<file path="src/rtl/clk_mon_scheduler.sv">
// clk_mon_scheduler
// Shares one clock-rate measurement engine across NCLK test clocks. Channels
// are visited round-robin from an enable mask. For each channel the block
// steers the external mux, waits for it to settle, starts the engine, collects
// (or times out) the count, checks it against per-channel limits and updates
// the per-channel result, valid, fault and timeout registers.
module clk_mon_scheduler #(
  parameter int NCLK           = 16,
  parameter int CNT_W          = 32,
  parameter int WIN_W          = 24,
  parameter int SETTLE_CYCLES  = 16,
  parameter int TIMEOUT_MARGIN = 256,
  localparam int SEL_W         = (NCLK > 1) ? $clog2(NCLK) : 1
) (
  input  logic                  clk_ref,
  input  logic                  aresetn,
  input  logic                  enable,
  input  logic [NCLK-1:0]       chan_mask,
  input  logic [WIN_W-1:0]      window_cycles,
  input  logic [NCLK*CNT_W-1:0] lim_lo,
  input  logic [NCLK*CNT_W-1:0] lim_hi,
  input  logic [NCLK-1:0]       fault_clr,
  output logic [SEL_W-1:0]      meas_sel,
  output logic                  meas_start,
  output logic [WIN_W-1:0]      meas_window,
  input  logic                  meas_done,
  input  logic [CNT_W-1:0]      meas_count,
  output logic [NCLK*CNT_W-1:0] rate_out,
  output logic [NCLK-1:0]       rate_valid,
  output logic [NCLK-1:0]       fault,
  output logic [NCLK-1:0]       timeout,
  output logic                  sweep_done,
  output logic                  busy
);

  localparam int SET_W  = (SETTLE_CYCLES > 1) ? $clog2(SETTLE_CYCLES) : 1;
  // Wide enough for the largest window plus the margin without wrapping.
  localparam int WAIT_W = WIN_W + $clog2(TIMEOUT_MARGIN + 1) + 1;
  localparam logic [SET_W-1:0]  SETTLE_LAST = SET_W'(SETTLE_CYCLES - 1);
  localparam logic [WAIT_W-1:0] MARGIN      = WAIT_W'(TIMEOUT_MARGIN);

  typedef enum logic [2:0] {
    IDLE,
    SETTLE,
    MEASURE,
    EVAL,
    NEXT
  } state_t;

  state_t            state_reg;
  state_t            state_next;
  logic [SEL_W-1:0]  ptr_reg;
  logic [SET_W-1:0]  settle_cnt_reg;
  logic [WAIT_W-1:0] wait_cnt_reg;
  logic [WAIT_W-1:0] wait_inc;
  logic [WAIT_W-1:0] wait_limit;
  logic [CNT_W-1:0]  cap_count_reg;
  logic              cap_ok_reg;

  // FSM strobes
  logic idle_go;
  logic start_go;
  logic take_done;
  logic take_timeout;
  logic do_eval;
  logic do_next;

  // Pointer search results
  logic [SEL_W-1:0] first_idx;
  logic             first_found;
  logic [SEL_W-1:0] after_idx;
  logic             after_found;

  // Per-channel decode
  logic [NCLK-1:0] eval_hit;
  logic [NCLK-1:0] tmo_hit;
  logic [NCLK-1:0] viol;
  logic [NCLK-1:0] fault_set;

  assign wait_inc   = wait_cnt_reg + 1'b1;
  assign wait_limit = WAIT_W'(meas_window) + MARGIN;
  assign busy       = (state_reg != IDLE);

  // Round-robin search: lowest set mask bit at or above ptr (used when
  // leaving IDLE) and strictly after ptr with ptr itself checked last (used
  // in NEXT, so a single-channel mask keeps selecting the same channel).
  always_comb begin : ptr_search
    logic [SEL_W-1:0] idx;
    idx         = '0;
    first_idx   = ptr_reg;
    first_found = 1'b0;
    after_idx   = ptr_reg;
    after_found = 1'b0;
    for (int k = 0; k < NCLK; k++) begin
      idx = SEL_W'((int'(ptr_reg) + k) % NCLK);
      if (!first_found && chan_mask[idx]) begin
        first_found = 1'b1;
        first_idx   = idx;
      end
    end
    for (int k = 1; k <= NCLK; k++) begin
      idx = SEL_W'((int'(ptr_reg) + k) % NCLK);
      if (!after_found && chan_mask[idx]) begin
        after_found = 1'b1;
        after_idx   = idx;
      end
    end
  end

  // Per-channel limit check and one-hot strobes for the result registers.
  generate
    for (genvar gi = 0; gi < NCLK; gi++) begin : g_chan
      logic [CNT_W-1:0] lo;
      logic [CNT_W-1:0] hi;
      assign lo            = lim_lo[gi*CNT_W +: CNT_W];
      assign hi            = lim_hi[gi*CNT_W +: CNT_W];
      // A zero upper limit means the channel is not range-checked.
      assign viol[gi]      = (hi != '0) && ((cap_count_reg < lo) || (cap_count_reg > hi));
      assign eval_hit[gi]  = do_eval && (ptr_reg == SEL_W'(gi));
      assign tmo_hit[gi]   = take_timeout && (ptr_reg == SEL_W'(gi));
      assign fault_set[gi] = tmo_hit[gi] || (eval_hit[gi] && viol[gi]);
    end
  endgenerate

  // FSM state register.
  always_ff @(posedge clk_ref) begin
    if (!aresetn) begin
      state_reg <= IDLE;
    end else begin
      state_reg <= state_next;
    end
  end

  // FSM next-state and strobe decode; dropping enable aborts settle/measure.
  always_comb begin
    state_next   = state_reg;
    idle_go      = 1'b0;
    start_go     = 1'b0;
    take_done    = 1'b0;
    take_timeout = 1'b0;
    do_eval      = 1'b0;
    do_next      = 1'b0;
    case (state_reg)
      IDLE: begin
        if (enable && first_found) begin
          idle_go    = 1'b1;
          state_next = SETTLE;
        end
      end
      SETTLE: begin
        if (!enable) begin
          state_next = IDLE;
        end else if (settle_cnt_reg == SETTLE_LAST) begin
          start_go   = 1'b1;
          state_next = MEASURE;
        end
      end
      MEASURE: begin
        if (!enable) begin
          state_next = IDLE;
        end else if (meas_done) begin
          take_done  = 1'b1;
          state_next = EVAL;
        end else if (wait_inc == wait_limit) begin
          take_timeout = 1'b1;
          state_next   = EVAL;
        end
      end
      EVAL: begin
        do_eval    = 1'b1;
        state_next = NEXT;
      end
      NEXT: begin
        do_next    = 1'b1;
        state_next = (enable && after_found) ? SETTLE : IDLE;
      end
      default: state_next = IDLE;
    endcase
  end

  // Scheduler datapath: pointer, mux select, counters, start pulse, capture.
  always_ff @(posedge clk_ref) begin
    if (!aresetn) begin
      ptr_reg        <= '0;
      meas_sel       <= '0;
      settle_cnt_reg <= '0;
      wait_cnt_reg   <= '0;
      meas_window    <= '0;
      meas_start     <= 1'b0;
      sweep_done     <= 1'b0;
      cap_count_reg  <= '0;
      cap_ok_reg     <= 1'b0;
    end else begin
      meas_start <= start_go;
      sweep_done <= 1'b0;

      if (state_reg == SETTLE && state_next == SETTLE) begin
        settle_cnt_reg <= settle_cnt_reg + 1'b1;
      end else begin
        settle_cnt_reg <= '0;
      end

      if (start_go) begin
        meas_window  <= window_cycles;
        wait_cnt_reg <= '0;
      end else if (state_reg == MEASURE) begin
        wait_cnt_reg <= wait_inc;
      end

      if (take_done) begin
        cap_count_reg <= meas_count;
        cap_ok_reg    <= 1'b1;
      end else if (take_timeout) begin
        cap_count_reg <= '0;
        cap_ok_reg    <= 1'b0;
      end

      if (idle_go) begin
        ptr_reg  <= first_idx;
        meas_sel <= first_idx;
      end

      // A wrap (or staying put) means every enabled channel has been visited.
      if (do_next && after_found) begin
        ptr_reg    <= after_idx;
        meas_sel   <= after_idx;
        sweep_done <= (after_idx <= ptr_reg);
      end
    end
  end

  // Per-channel result, valid, sticky fault and timeout registers.
  always_ff @(posedge clk_ref) begin
    if (!aresetn) begin
      rate_out   <= '0;
      rate_valid <= '0;
      fault      <= '0;
      timeout    <= '0;
    end else begin
      // A new fault takes priority over a clear in the same cycle.
      fault <= (fault & ~fault_clr) | fault_set;
      for (int i = 0; i < NCLK; i++) begin
        if (eval_hit[i]) begin
          rate_out[i*CNT_W +: CNT_W] <= cap_count_reg;
          rate_valid[i]              <= 1'b1;
          if (cap_ok_reg) begin
            timeout[i] <= 1'b0;
          end
        end
        if (tmo_hit[i]) begin
          timeout[i] <= 1'b1;
        end
      end
    end
  end

endmodule
</file>
<file path="config.mk">
export PLATFORM = sky130hd
export DESIGN_NAME = clk_mon_scheduler
export DESIGN_NICKNAME = d
export VERILOG_FILES = /design/src/rtl/clk_mon_scheduler.sv
export SDC_FILE = /design/constraint.sdc
export NUM_CORES = 2
export LEC_CHECK = 0
export CAP_MARGIN = 0
export CELL_PAD_IN_SITES_DETAIL_PLACEMENT = 1
export CELL_PAD_IN_SITES_GLOBAL_PLACEMENT = 1
export CORE_AREA = 3 3 656 658
export CTS_CLUSTER_DIAMETER = 100
export CTS_CLUSTER_SIZE = 16
export DETAILED_ROUTE_END_ITERATION = 8
export DIE_AREA = 0 0 659 661
export MAX_ROUTING_LAYER = met4
export PLACE_DENSITY = 0.43
export SKIP_LAST_GASP = 1
export SLEW_MARGIN = 20
export SYNTH_ARGS = -nofsm -noshare
export SYNTH_HDL_FRONTEND = slang
export SYNTH_SLANG_ARGS = --single-unit
</file>
<file path="constraint.sdc">
create_clock -name clk_ref -period 11.5 [get_ports clk_ref]
set_input_delay 2.3 -clock clk_ref [delete_from_list [all_inputs] [get_ports clk_ref]]
set_output_delay 2.3 -clock clk_ref [all_outputs]
set_load 0.05 [all_outputs]
</file>
Word-level counts from Yosys, hierarchy flattened
Cells that the tools add are included.
{"block": "op_classes", "add_sub_neg": 19, "n_lt_le_gt_ge": 50, "n_eq_ne": 23, "muxes": 158, "bitwise_logic": 4, "n_reduce_logical": 233}
{"op": "$gt A32 B32 Y1", "count": 16}
{"op": "$lt A32 B32 Y1", "count": 16}
{"op": "$reduce_bool A32 Y1", "count": 16}
{"op": "$mux W4", "count": 33}
{"op": "$mux W1", "count": 99}
{"op": "$logic_and A1 B1 Y1", "count": 98}
{"op": "$lt A4 B5 Y1 const B", "count": 17}
{"op": "$bmux W1 S4", "count": 17}
{"op": "$reduce_bool A2 Y1", "count": 34}
{"op": "$mux W32", "count": 2}
{"op": "$reduce_and A2 Y1", "count": 19}
{"op": "$eq A4 B4 Y1 const B", "count": 9}
{"op": "$add A34 B1 Y34 const B", "count": 1}
{"op": "$eq A34 B25 Y1", "count": 1}
{"op": "$add A4 B4 Y4 const B", "count": 8}
{"op": "$logic_or A1 B1 Y1", "count": 32}
{"op": "$logic_not A1 Y1", "count": 30}
{"op": "$add A24 B9 Y25 const B", "count": 1}
{"op": "$mux W3", "count": 6}
{"op": "$ne A17 B1 Y1 const B", "count": 1}
{"op": "$add A4 B3 Y4 const B", "count": 4}
{"op": "$and A16 B16 Y16", "count": 1}
{"op": "$eq A4 B3 Y1 const B", "count": 4}
{"op": "$not A16 Y16", "count": 1}
{"op": "other kinds (15)", "count": 21}
{"block": "totals", "ff_bits": 664, "inputBits": 1116, "out_inout_bits": 591, "wordCells": 545}

Depth between registers and ports, before layout
{"block": "depth", "ltp_word": 55, "ltp_mapped": 24, "mapped_depth_nobuf": 19}

Worst setup path before layout
No wires, ideal clock.
{"block": "synth_path", "path_kind": "input port to flip-flop", "startpoint": "in chan_mask[15]", "endpoint": "reg sweep_done", "setup_time_ns": 0.092, "arrival_time_ns": 5.884, "required_time_ns": 11.408, "slack_ns": 5.524, "cell_stages": 18, "n_path_buf": 1, "cell_sequence": "mux4_1 > mux2_2 > mux2_2 > nor3b_4 > nand4_4 > or4_4 > buf_6 > nor2_4 > or3_1 > o31a_1 > and2_1 > ha_1 > nor2b_1 > o21ai_0 > nand2b_1 > a21oi_1 > a41oi_1 > nor4_1"}
{"block": "synth_via", "elab_chain_cells": 50, "word_cells_on_any_way": 97, "classes_between": "order compare: 1; mux: 64; reduce/logical: 32"}
{"element": "from (decl)", "line_no": "18", "rtl": "input logic [NCLK-1:0] chan_mask,"}
{"element": "branches (longest 50 deep; another with $bmux W1 S4)"}
{"element": "to (signal assigned)", "line_no": "227", "rtl": "sweep_done <= (after_idx <= ptr_reg);"}
{"element": "to (decl)", "line_no": "32", "rtl": "output logic sweep_done,"}
Parallel ways; which one is timed is not known. The select of a mux whose other input is x is not followed.
A chain may end at the register's enable or synchronous reset.

Worst setup path after layout
{"block": "layout_path", "startpoint": "in chan_mask[8]", "endpoint": "reg sweep_done"}
Same word-level chain as after synthesis.

==> results.ini <==
[layout]
n_fill_cell=50500
regArea_sq_mm=0.0134
syn2layout_area_growth_pct=48.9
drive_above_1_share_pct=4.25
largest_register_ffs=512
multi_input_area_sq_mm=0.0359
final_area_sq_mm=0.0806
final_nets=11000

[route]
viasPerCell=4.18
firstDrtPassIters=5
avgRoutedWirePerCell_microns=30.8
via_count=61100
wl_mm=450
drc=0
drtAntennaViolNets=0
drtIter0Drc=3215

[yosys]
syn-num-nets=9372
ys_ff_latch=664
synthesis.area_sq_mm=0.0542
ys_warn_count=0
synthCells=7227
ys.flop_type=dfxtp_1
avgSynthCellArea_sq_um=7.49
synth.distinct_cells=97
synth-edff-count=0
synth-seq-area-share_pct=24.5
async_flop_share_pct=0

[pwr]
vdd_drop_max_mv=0.113
power.density_mw_per_mm2=85.1
leakage_uw=0.0352

[place]
placed_area_sq_mm=0.0786
port_buffers=1706
routabilityCongestion=0.906
dp_hpwl_mm=357

[floorplan]
ios=1707
coreArea_sq_mm=0.424
rows=239
die-area_sq_mm=0.436
fp.dieW_microns=659
die_h_microns=661
start_util_pct=12.8

[sta]
skew_ns=0.0674
fin_tns_setup_ns=0
final_max_slew_viol_count=0
finalSetupViolations=0
period_needed_ns=6.98
rsz0062_at_grt=false
max_freq_mhz=143
hold_viol=0
period_share_pct=60.7
worst_slew_margin_rel_pct=8.72
worstMarginPinSlew_ns=1.37

[clocking]
post_cts_resized=0
cts.clk_slew.worst_paths_ns=0.07
htreeDepth=2
cts_tree=done
cts_num_sinks=664
post-cts-setup-buffer-count=0
cts_buffers=57
clk_path_buf_depth=3
ctsHoldBuffers=0
root_buffer=clkbuf_16
insertion_delay_ns=0.76

[min_path]
hold_path_class=register to register

[global_routing]
grt_usage_pct=20.4
grt_max_degree=147
grt_pass1_wl_mm=588
antenna_found_initial=176
grt_overflow=0
grt_pass1_vias=64600

[critical_path]
crit_required_ns=12.11
worst_ep_arrival_time_ns=7.58
worstPathMaxFanout=8
cp-end-kind=register
crit_type=input port to register
cp-start-kind=input port

[flow_run]
drv_cap=0

[outcome]
status=finished, final reports clean

[worst paths after layout]
path / from / end / slack (ns) / depth (start not counted)
max: chan_mask[8] / sweep_done$_SDFF_PN0_ / 4.52 / 18
min: rate_out[111]$_SDFFE_PN0P_ / rate_out[111]$_SDFFE_PN0P_ / 0.46 / 2
min reg2reg: rate_out[111]$_SDFFE_PN0P_ / rate_out[111]$_SDFFE_PN0P_ / 0.46 / 2
max reg2reg: ptr_reg[2]$_SDFFE_PN0P_ / sweep_done$_SDFF_PN0_ / 4.68 / 20
[worst max-delay path, stage by stage]
cell and delay [ns]:
clkdlybuf4s50_1 0.51, mux4_2 0.60, mux2_2 0.32, mux2i_1 0.57, and2b_1 0.46, nand4_4 0.24, nand4bb_1 0.43, nor2_1 0.51
nor3_1 0.14, o21ai_1 0.23, and2_1 0.18, ha_1 0.24, nor2b_1 0.13, o21ai_0 0.19, nand2b_1 0.08, a21oi_1 0.16
a41oi_1 0.07, nor4_1 0.19
[final cells by class]
type,instances,share of cell area (%)
antenna,108,0.335
timing repair buffer,1854,22.7
tap,5663,8.79
multi-input combinational,5215,44.6
inverter,1029,4.80
clock inverter,22,0.380
sequential,664,16.6
clock buffer,64,1.80
[routing by layer]
metal / GRT usage, % / wire length (microns)
met5: - / 0
met4: 6.24 / 14500
met3: 4.51 / 26000
met2: 36.0 / 227000
met1: 22.7 / 182000
[Yosys cell counts, drive strengths merged (7+ instances only)]
cell type	count	area share (%)
nand2	1264	8.8
ha	1029	24
inv	1025	7.1
a21oi	852	7.9
dfxtp	664	25
clkbuf	290	2.0
o21ai	267	2.5
nand4	217	2.5
a21o	206	2.9
nor2	187	1.3
nor4	157	1.9
nor2b	126	1.5
nand3	119	1.1
nand2b	75	0.87
nor3	70	0.68
o21a	65	0.90
xnor2	56	0.91
and3	46	0.53
a211oi	36	0.50
a22o	36	0.58
o211ai	34	0.47
xor2	34	0.55
buf	29	0.29
mux2i	27	0.50
a2111oi	25	0.41
a31oi	25	0.29
mux4	25	1.1
or3	22	0.25
and4	21	0.34
mux2	18	0.38
and2	15	0.17
a21boi	14	0.19
a221oi	13	0.21
o22ai	13	0.15
a31o	9	0.15
o221ai	7	0.11
o31a	7	0.11
[layout by cell type (no fill, tap or decap), types with 22 or more instances in the layout]
cell	netlist	final
inv_1	1025	1024
ha_1	1029	1027
and3_1	46	31
a22o_1	36	36
o211ai_1	34	34
nand4_1	215	215
a21o_1	206	206
xor2_1	34	34
dfxtp_4	0	32
o21ai_0	265	265
mux2i_1	27	26
buf_4	1	140
nand2_1	1264	1264
nor4_1	155	153
o21a_1	65	65
clkbuf_16	0	57
clkdlybuf4s50_1	0	1705
nor2b_1	126	126
a211oi_1	36	36
diode_2	0	108
a21oi_1	851	849
nand3_1	118	103
nor3_1	68	66
nand2b_1	74	74
a31oi_1	25	25
or3_1	22	22
xnor2_1	56	56
nor2_1	185	185
dfxtp_1	664	631
[cell families after synthesis]
logic type                 Yosys count  share of synthesized area (%)
and+or+nand+nor                   2351                           20.4
xor gates and xnor gates            91                           1.50
buffers and inverters             1348                           9.44
DFF                                664                           24.5
AOI/OAI and AO/OA                 1674                           18.3
muxes                               70                           1.96
adders and majority gates         1029                           23.8
[where the power goes]
group          switching [uW]  internal, uW
clock network            1100           955
logic                    1520           973
registers                23.4          2290
[per-stage QoR]
stage	hold slack, ns	setup WS [ns]	std cells	power [uW]	util (%)
floorplan	0.433	5.52	7227	3610	-
global placement	0.442	3.46	14400	4940	18.5
detailed placement	0.447	3.82	14400	4890	18.5
CTS	0.459	4.65	14500	7020	18.9
global route	0.478	4.26	14600	7250	19.0
finish	0.457	4.52	14600	6870	19.0
(Power assumes the default switching activity.)
